**src/rtl/prog_loader_pkg.sv**
```systemverilog
// Shared types and constants for the boot-time program loader.
// Holds the FSM state encoding, the failure-cause codes and the default frame marker.
package prog_loader_pkg;

  typedef enum logic [2:0] {
    IDLE = 3'd0,
    LEN0 = 3'd1,
    LEN1 = 3'd2,
    DATA = 3'd3,
    CSUM = 3'd4,
    DONE = 3'd5,
    ERR  = 3'd6
  } state_e;

  typedef logic [1:0] err_code_t;

  localparam err_code_t ERR_NONE    = 2'd0;
  localparam err_code_t ERR_CSUM    = 2'd1;
  localparam err_code_t ERR_LEN     = 2'd2;
  localparam err_code_t ERR_TIMEOUT = 2'd3;

  localparam logic [7:0] SYNC_BYTE_DEFAULT = 8'hA5;

  // States in which a frame is being received; rx_err and the idle timer only apply here.
  function automatic logic in_frame(input state_e s);
    return (s == LEN0) || (s == LEN1) || (s == DATA) || (s == CSUM);
  endfunction

endpackage

```
**src/rtl/prog_loader_word_asm.sv**
```systemverilog
// Little-endian byte-to-word assembler: the first byte of a word lands in bits [7:0].
// word_valid_o pulses the cycle after the fourth byte, while word_o holds the complete word.
module prog_loader_word_asm (
  input  logic        clk,
  input  logic        rst_ni,
  input  logic        byte_valid_i,
  input  logic [7:0]  byte_i,
  input  logic        clear_i,
  output logic [31:0] word_o,
  output logic        word_valid_o,
  output logic [1:0]  byte_cnt_o
);

  logic [31:0] shift_q, shift_d;
  logic [1:0]  cnt_q, cnt_d;
  logic        valid_q, valid_d;

  always_comb begin
    shift_d = shift_q;
    cnt_d   = cnt_q;
    valid_d = 1'b0;
    if (clear_i) begin
      cnt_d = 2'd0;
    end else if (byte_valid_i) begin
      // Shifting in from the top leaves the first byte at [7:0] after four strobes.
      shift_d = {byte_i, shift_q[31:8]};
      cnt_d   = cnt_q + 2'd1;
      valid_d = (cnt_q == 2'd3);
    end
  end

  always_ff @(posedge clk or negedge rst_ni) begin
    if (!rst_ni) begin
      shift_q <= 32'd0;
      cnt_q   <= 2'd0;
      valid_q <= 1'b0;
    end else begin
      shift_q <= shift_d;
      cnt_q   <= cnt_d;
      valid_q <= valid_d;
    end
  end

  assign word_o       = shift_q;
  assign word_valid_o = valid_q;
  assign byte_cnt_o   = cnt_q;

endmodule

```
**src/rtl/prog_loader.sv**
```systemverilog
// Boot loader: parses SYNC/length/data/checksum frames from a UART RX, writes words into
// instruction memory and holds the CPU in reset until a frame loads with a good checksum.
module prog_loader
  import prog_loader_pkg::*;
#(
  parameter int         ADDR_W    = 10,
  parameter int         DEPTH     = 1024,
  parameter int         TIMEOUT   = 100000,
  parameter logic [7:0] SYNC_BYTE = SYNC_BYTE_DEFAULT
) (
  input  logic              clk,
  input  logic              reset,
  input  logic              rx_valid,
  input  logic [7:0]        rx_data,
  input  logic              rx_err,
  output logic              mem_we,
  output logic [ADDR_W-1:0] mem_addr,
  output logic [31:0]       mem_wdata,
  output logic              cpu_reset,
  output logic              load_busy,
  output logic              load_done,
  output logic              load_error,
  output logic [1:0]        err_code
);

  localparam int TO_W = $clog2(TIMEOUT + 1);
  localparam logic [TO_W-1:0] TO_LAST = TO_W'(TIMEOUT - 1);

  state_e          state_q, state_d;
  logic            cpu_reset_q, cpu_reset_d;
  logic            busy_q, busy_d;
  logic            done_q, done_d;
  logic            error_q, error_d;
  err_code_t       err_code_q, err_code_d;
  logic [7:0]      len_lo_q, len_lo_d;
  logic [15:0]     n_words_q, n_words_d;
  logic [15:0]     word_idx_q, word_idx_d;
  logic [7:0]      csum_q, csum_d;
  logic [TO_W-1:0] idle_cnt_q, idle_cnt_d;

  logic            asm_strobe;
  logic            asm_clear;
  logic [31:0]     asm_word;
  logic            asm_word_valid;
  logic [1:0]      asm_byte_cnt;

  logic            fail;
  err_code_t       fail_code;
  logic [15:0]     n_rx;

  assign n_rx = {rx_data, len_lo_q};

  prog_loader_word_asm u_word_asm (
    .clk          (clk),
    .rst_ni       (reset),
    .byte_valid_i (asm_strobe),
    .byte_i       (rx_data),
    .clear_i      (asm_clear),
    .word_o       (asm_word),
    .word_valid_o (asm_word_valid),
    .byte_cnt_o   (asm_byte_cnt)
  );

  always_comb begin
    state_d     = state_q;
    cpu_reset_d = cpu_reset_q;
    busy_d      = busy_q;
    done_d      = done_q;
    error_d     = error_q;
    err_code_d  = err_code_q;
    len_lo_d    = len_lo_q;
    n_words_d   = n_words_q;
    word_idx_d  = word_idx_q;
    csum_d      = csum_q;
    idle_cnt_d  = idle_cnt_q;
    asm_strobe  = 1'b0;
    asm_clear   = 1'b0;
    fail        = 1'b0;
    fail_code   = ERR_NONE;

    // The index advances in the cycle its word is being written, so mem_addr tracks it.
    if (asm_word_valid) begin
      word_idx_d = word_idx_q + 16'd1;
    end

    if (!in_frame(state_q)) begin
      if (rx_valid && (rx_data == SYNC_BYTE)) begin
        state_d     = LEN0;
        cpu_reset_d = 1'b1;
        busy_d      = 1'b1;
        done_d      = 1'b0;
        error_d     = 1'b0;
        err_code_d  = ERR_NONE;
        word_idx_d  = 16'd0;
        csum_d      = 8'd0;
        idle_cnt_d  = '0;
        asm_clear   = 1'b1;
      end
    end else if (rx_err) begin
      fail      = 1'b1;
      fail_code = ERR_TIMEOUT;
    end else if (rx_valid) begin
      idle_cnt_d = '0;
      unique case (state_q)
        LEN0: begin
          len_lo_d = rx_data;
          state_d  = LEN1;
        end
        LEN1: begin
          n_words_d = n_rx;
          if (n_rx > 16'(DEPTH)) begin
            fail      = 1'b1;
            fail_code = ERR_LEN;
          end else if (n_rx == 16'd0) begin
            state_d = CSUM;
          end else begin
            state_d = DATA;
          end
        end
        DATA: begin
          asm_strobe = 1'b1;
          csum_d     = csum_q ^ rx_data;
          if ((asm_byte_cnt == 2'd3) && (word_idx_q == n_words_q - 16'd1)) begin
            state_d = CSUM;
          end
        end
        CSUM: begin
          if (rx_data == csum_q) begin
            state_d     = DONE;
            cpu_reset_d = 1'b0;
            busy_d      = 1'b0;
            done_d      = 1'b1;
          end else begin
            fail      = 1'b1;
            fail_code = ERR_CSUM;
          end
        end
        default: ;
      endcase
    end else if (idle_cnt_q == TO_LAST) begin
      fail      = 1'b1;
      fail_code = ERR_TIMEOUT;
    end else begin
      idle_cnt_d = idle_cnt_q + TO_W'(1);
    end

    if (fail) begin
      state_d     = ERR;
      cpu_reset_d = 1'b1;
      busy_d      = 1'b0;
      done_d      = 1'b0;
      error_d     = 1'b1;
      err_code_d  = fail_code;
    end
  end

  always_ff @(posedge clk or negedge reset) begin
    if (!reset) begin
      state_q     <= IDLE;
      cpu_reset_q <= 1'b1;
      busy_q      <= 1'b0;
      done_q      <= 1'b0;
      error_q     <= 1'b0;
      err_code_q  <= ERR_NONE;
      len_lo_q    <= 8'd0;
      n_words_q   <= 16'd0;
      word_idx_q  <= 16'd0;
      csum_q      <= 8'd0;
      idle_cnt_q  <= '0;
    end else begin
      state_q     <= state_d;
      cpu_reset_q <= cpu_reset_d;
      busy_q      <= busy_d;
      done_q      <= done_d;
      error_q     <= error_d;
      err_code_q  <= err_code_d;
      len_lo_q    <= len_lo_d;
      n_words_q   <= n_words_d;
      word_idx_q  <= word_idx_d;
      csum_q      <= csum_d;
      idle_cnt_q  <= idle_cnt_d;
    end
  end

  assign mem_we     = asm_word_valid;
  assign mem_addr   = word_idx_q[ADDR_W-1:0];
  assign mem_wdata  = asm_word;
  assign cpu_reset  = cpu_reset_q;
  assign load_busy  = busy_q;
  assign load_done  = done_q;
  assign load_error = error_q;
  assign err_code   = err_code_q;

endmodule

```
**config.mk**
```make
export PLATFORM = sky130hd
export DESIGN_NAME = prog_loader
export DESIGN_NICKNAME = d
export VERILOG_FILES = /design/src/rtl/prog_loader_pkg.sv /design/src/rtl/prog_loader_word_asm.sv /design/src/rtl/prog_loader.sv
export SDC_FILE = /design/constraint.sdc
export NUM_CORES = 1
export LEC_CHECK = 0
export ABC_AREA = 1
export CORE_MARGIN = 2
export CORE_UTILIZATION = 40
export CTS_CLUSTER_SIZE = 10
export DETAILED_ROUTE_END_ITERATION = 12
export GPL_TIMING_DRIVEN = 0
export HOLD_SLACK_MARGIN = 0.06
export PLACE_DENSITY = 0.65
export SYNTH_ARGS = -nofsm -noshare
export SYNTH_HDL_FRONTEND = slang
export SYNTH_SLANG_ARGS = --single-unit
```
**constraint.sdc**
```tcl
create_clock -name clk -period 2.32 [get_ports clk]
set_input_delay 0.464 -clock clk [delete_from_list [all_inputs] [get_ports clk]]
set_output_delay 0.464 -clock clk [all_outputs]
set_load 0.05 [all_outputs]
```
==> results <==
- Among all flip-flop cells after synthesis, the most frequent one is dfrtp_1.
- In the synthesized netlist the async set-or-reset flop fraction comes to 100%.
- The simple-gate area share of the yosys netlist is 27.7%.
- The horizontal die dimension is 124 µm.
- The slowest cell on the critical path is clkdlybuf4s50_1.
- The synthesized design spends more area on one cell type than any other, namely dfrtp_1.
- The final critical-path required period is 2.23 ns.
- CTS saw 109 sinks.
- After detailed routing, the average wire length per cell comes to 13.0 µm.
- The number of pins with negative max-slew slack in the final report is 0.
- Overall power consumption after layout is estimated at 9550 µW.
- The net count of the finished layout is 802.
- After clock tree synthesis, the clock-pin slew on the worst setup and hold paths is 0.08 ns.
- Data on the critical path is required at its endpoint by 1.86 ns.
- Entering global routing, the biggest net connects 61 pins.
- The number of detailed-route iterations in the first pass is 4.
- Setup repair after global routing left no endpoint under its margin.
- The count of final setup violators is 0.
- The share of the synthesized netlist area taken by xor and xnor gates is 4.71%.
- The worst setup path is of the register to primary output kind.
- The global-route wire length before repair is 21,300 µm.
- The quantity of gates resized following cts is 0.
- The multiplexer fraction of the synthesized cell area is 1.56%.
- The post-synthesis average cell area is 8.07 µm².
- Dividing the detail-routed via count by the number of cells gives 4.82.
- Once layout is complete, the cells apart from fillers number 971.
- The number of diodes added for antenna fixing is 0.
- For this block, the via count after detailed routing is 4,679.
- The worst-margin pin slew is 0.659 ns.
- The class of the tightest hold or removal check is primary input to asynchronous set/reset pin.
- The sequential-to-total area share from yosys stat is 47.4%.
- Across the routed clock network, the largest skew measured is 0.00986 ns.
- The cell at the root of the clock tree is clkbuf_16.
- Summing the areas of all compound-gate instances in the mapped netlist gives 9.45% of the synthesized area.
- The number of antenna violations at the first check in global routing was 0.
- After floorplanning, the core was divided into 43 placement rows.
- The post-DP HPWL is 9330 µm.
- The TritonCTS clock tree is done.
- Traced cell by cell, the critical path runs through buf_4, clkdlybuf4s50_1.
- In the routed design, unresolved DRC markers number 0.
- The startpoint type of the worst setup path is a register.
- The adder-cell share of the synthesized area is 0.869%.
- Compared with the post-synthesis result, the final layout area differs by 20.9%.
- Counting instances in the post-synthesis netlist gives the leading cell types as nand2_1, dfrtp_1, inv_1, nor2_1, o21ai_0.
- In the post-synthesis netlist, the cell with the most instances is nand2_1.
- The remaining antenna violation count after routing is 0.
- Sorting the synthesized cells by area gives the leading types as dfrtp_1, nand2_1, o21ai_0.
- The number of placed instances, taps included, is 955.
- The die covers 15,400 µm².
- The count of final hold-check violations is 0.
- For this run the aggregate overflow at the end of global routing stands at 0.
- Post-CTS timing repair inserted 0 buffers for setup.
- After synthesis the cells add up to 5760 µm².
- The I/O pin count is 61.
- The total of max-cap violations is 0.
- The number of instances in the synthesized netlist is 714.
- For this run, the top clock speed supported by timing is 449 MHz.
- The remaining max-slew budget at the tightest pin is 56.1%.
- The via count of the first global-routing pass was 4,441.
- The post-route clock period utilization is 95.9%.
- The arrival time at the worst endpoint is 1.76 ns.
- The cell area power density is 1370 nW/µm².
- In this run the tool buffered the top-level ports with 60 buffer cells.
- The highest cell delay on the worst timing path is 0.78 ns.
- The main combinational cell family by area after synthesis is simple AND/OR/NAND/NOR gates.
- The hold buffer count at cts is 0.
- The chip height is 124 µm.
- TritonCTS created 9 clock buffers.
- Once the floorplan was initialized, standard cells occupied 41.2% of the core.
- The routed wire length is 12,600 µm.
- The post-route netlist has 11.8% of its cells at a drive strength greater than 1.
- After synthesis, the netlist uses 44 different library cells.
- In this run the biggest area consumer among cell types represents 46.9% of the synthesized area.
- The maximum vdd ir drop is 1.11 mV.
- The Yosys warning count is 0.
- The placeable core area is 14,000 µm².
- Along the worst path, the maximum fanout reaches 8.
- The violation count after the first detailed-route iteration is 239.
- Counting the fill cells in the layout gives 1,384.
- For the worst-skew pair, the clock arrives at the later sink with an insertion delay of 0.35 ns.
- The last weighted congestion value of the routability-driven placer is 0.838.
- The number of synthesized register bits is 109.
- STA classifies the critical path endpoint as a primary output.
- The flow ran to the end, and the final reports show no timing, DRC or antenna violations.
- Yosys mapped a number of flops with a built-in enable equal to 0.
- The number of nets in the synthesized netlist is 730.
- The overall global routing resource usage is 17.8%.
- Summed over all cells, the static leakage comes to 0.00323 µW.
- The number of levels in the clock H-tree is 3.
- In this run the deepest clock path goes through 2 buffers.
## final cells by class
cell class | count | area (µm²) | share of cell area [%]
clock buffer | 10 | 239 | 3.43
clock inverter | 6 | 81.3 | 1.17
timing repair buffer | 61 | 628 | 9.02
sequential | 109 | 2730 | 39.2
buffer | 27 | 160 | 2.30
inverter | 85 | 322 | 4.62
tap | 180 | 225 | 3.23
multi-input combinational | 493 | 2580 | 37.0
## state kept, by name (all words and copies together) (netlist names)
signal	cells
n_words_q	16
len_lo_q	8
err_code	2
load_busy	1
u_word_asm.byte_cnt_o	2
u_word_asm.word_valid_o	1
load_error	1
u_word_asm.word_o	32
idle_cnt_q	17
load_done	1
cpu_reset	1
word_idx_q	16
csum_q	8
state_q	3
## worst max-delay path: cells and delay by family (launching register included)
family   cells  cell delay, ns
buf+inv      2            0.93
flops        1            0.48
## final timing paths
| kind | start | slack (ns) | to | cells past startpoint |
|---|---|---|---|---|
| setup / recovery | word_idx_q[8]$_DFF_PN0_ | 0.09 | mem_addr[8] | 2 |
| hold / removal | reset | 0.12 | word_idx_q[3]$_DFF_PN0_ | 1 |
| setup reg to reg | n_words_q[0]$_DFFE_PN0P_ | 0.25 | state_q[1]$_DFFE_PN0P_ | 15 |
| hold reg to reg | load_busy$_DFFE_PN0P_ | 0.48 | load_busy$_DFFE_PN0P_ | 2 |
| max in group asynchronous | reset | 1.45 | csum_q[4]$_DFFE_PN0P_ | 2 |
| min in group clk | load_busy$_DFFE_PN0P_ | 0.48 | load_busy$_DFFE_PN0P_ | 2 |
## metal layers
metal	vias to the layer above	GRT usage, %	part of all wire (%)
met5	-	0	0
met4	0	5.34	1.2
met3	9	3.34	3.2
met2	71	27.8	45
met1	2180	25.4	50
li1	2419	-	-
## stage by stage
step | hold WS [ns] | TNS (ns) | util (%) | instance area, µm² | setup slack, ns
after floorplan | 0.168 | 0 | - | 5760 | 0.333
after global placement | 0.464 | -386.62 | 47.1 | 6590 | -3.50
after detailed placement | 0.467 | -7.69 | 47.3 | 6610 | -0.312
after CTS | 0.161 | 0 | 49.5 | 6930 | 0.0611
after global routing | 0.178 | 0 | 49.8 | 6960 | 0.0257
final | 0.121 | 0 | 49.8 | 6960 | 0.0945
## placed cells by master (no fill, tap or decap), types with 2 or more instances in the layout
cell	count
nand2_1	184
dfrtp_1	108
inv_1	73
nor2_1	71
clkdlybuf4s50_1	58
o21ai_0	57
a21oi_1	33
nand3_1	28
xnor2_1	21
nand4_1	15
buf_4	13
inv_2	10
xor2_1	10
clkbuf_1	9
nor3_1	9
clkbuf_16	9
mux2_2	8
nor2_2	8
nor2_4	6
nand2_2	5
nand3b_1	5
buf_2	4
o21ai_1	4
nand3_2	3
a31o_2	3
ha_1	3
inv_8	3
nor3_2	2
nand3_4	2
a31oi_1	2
nand2_4	2
inv_6	2
## where the power goes
group | switching, µW | internal [µW]
clock | 762 | 899
combinational | 3090 | 1710
sequential | 559 | 2530
total | 4410 | 5140
## kinds of logic (layout without fill, tap and decap cells)
group	Yosys count	in the layout
fa+ha+maj	4	4
xor+xnor	31	31
simple gates	347	347
flops	109	109
buf+inv	112	189
compound gates	103	103
mux	8	8
Note: power is estimated with default switching activity, not from simulation.
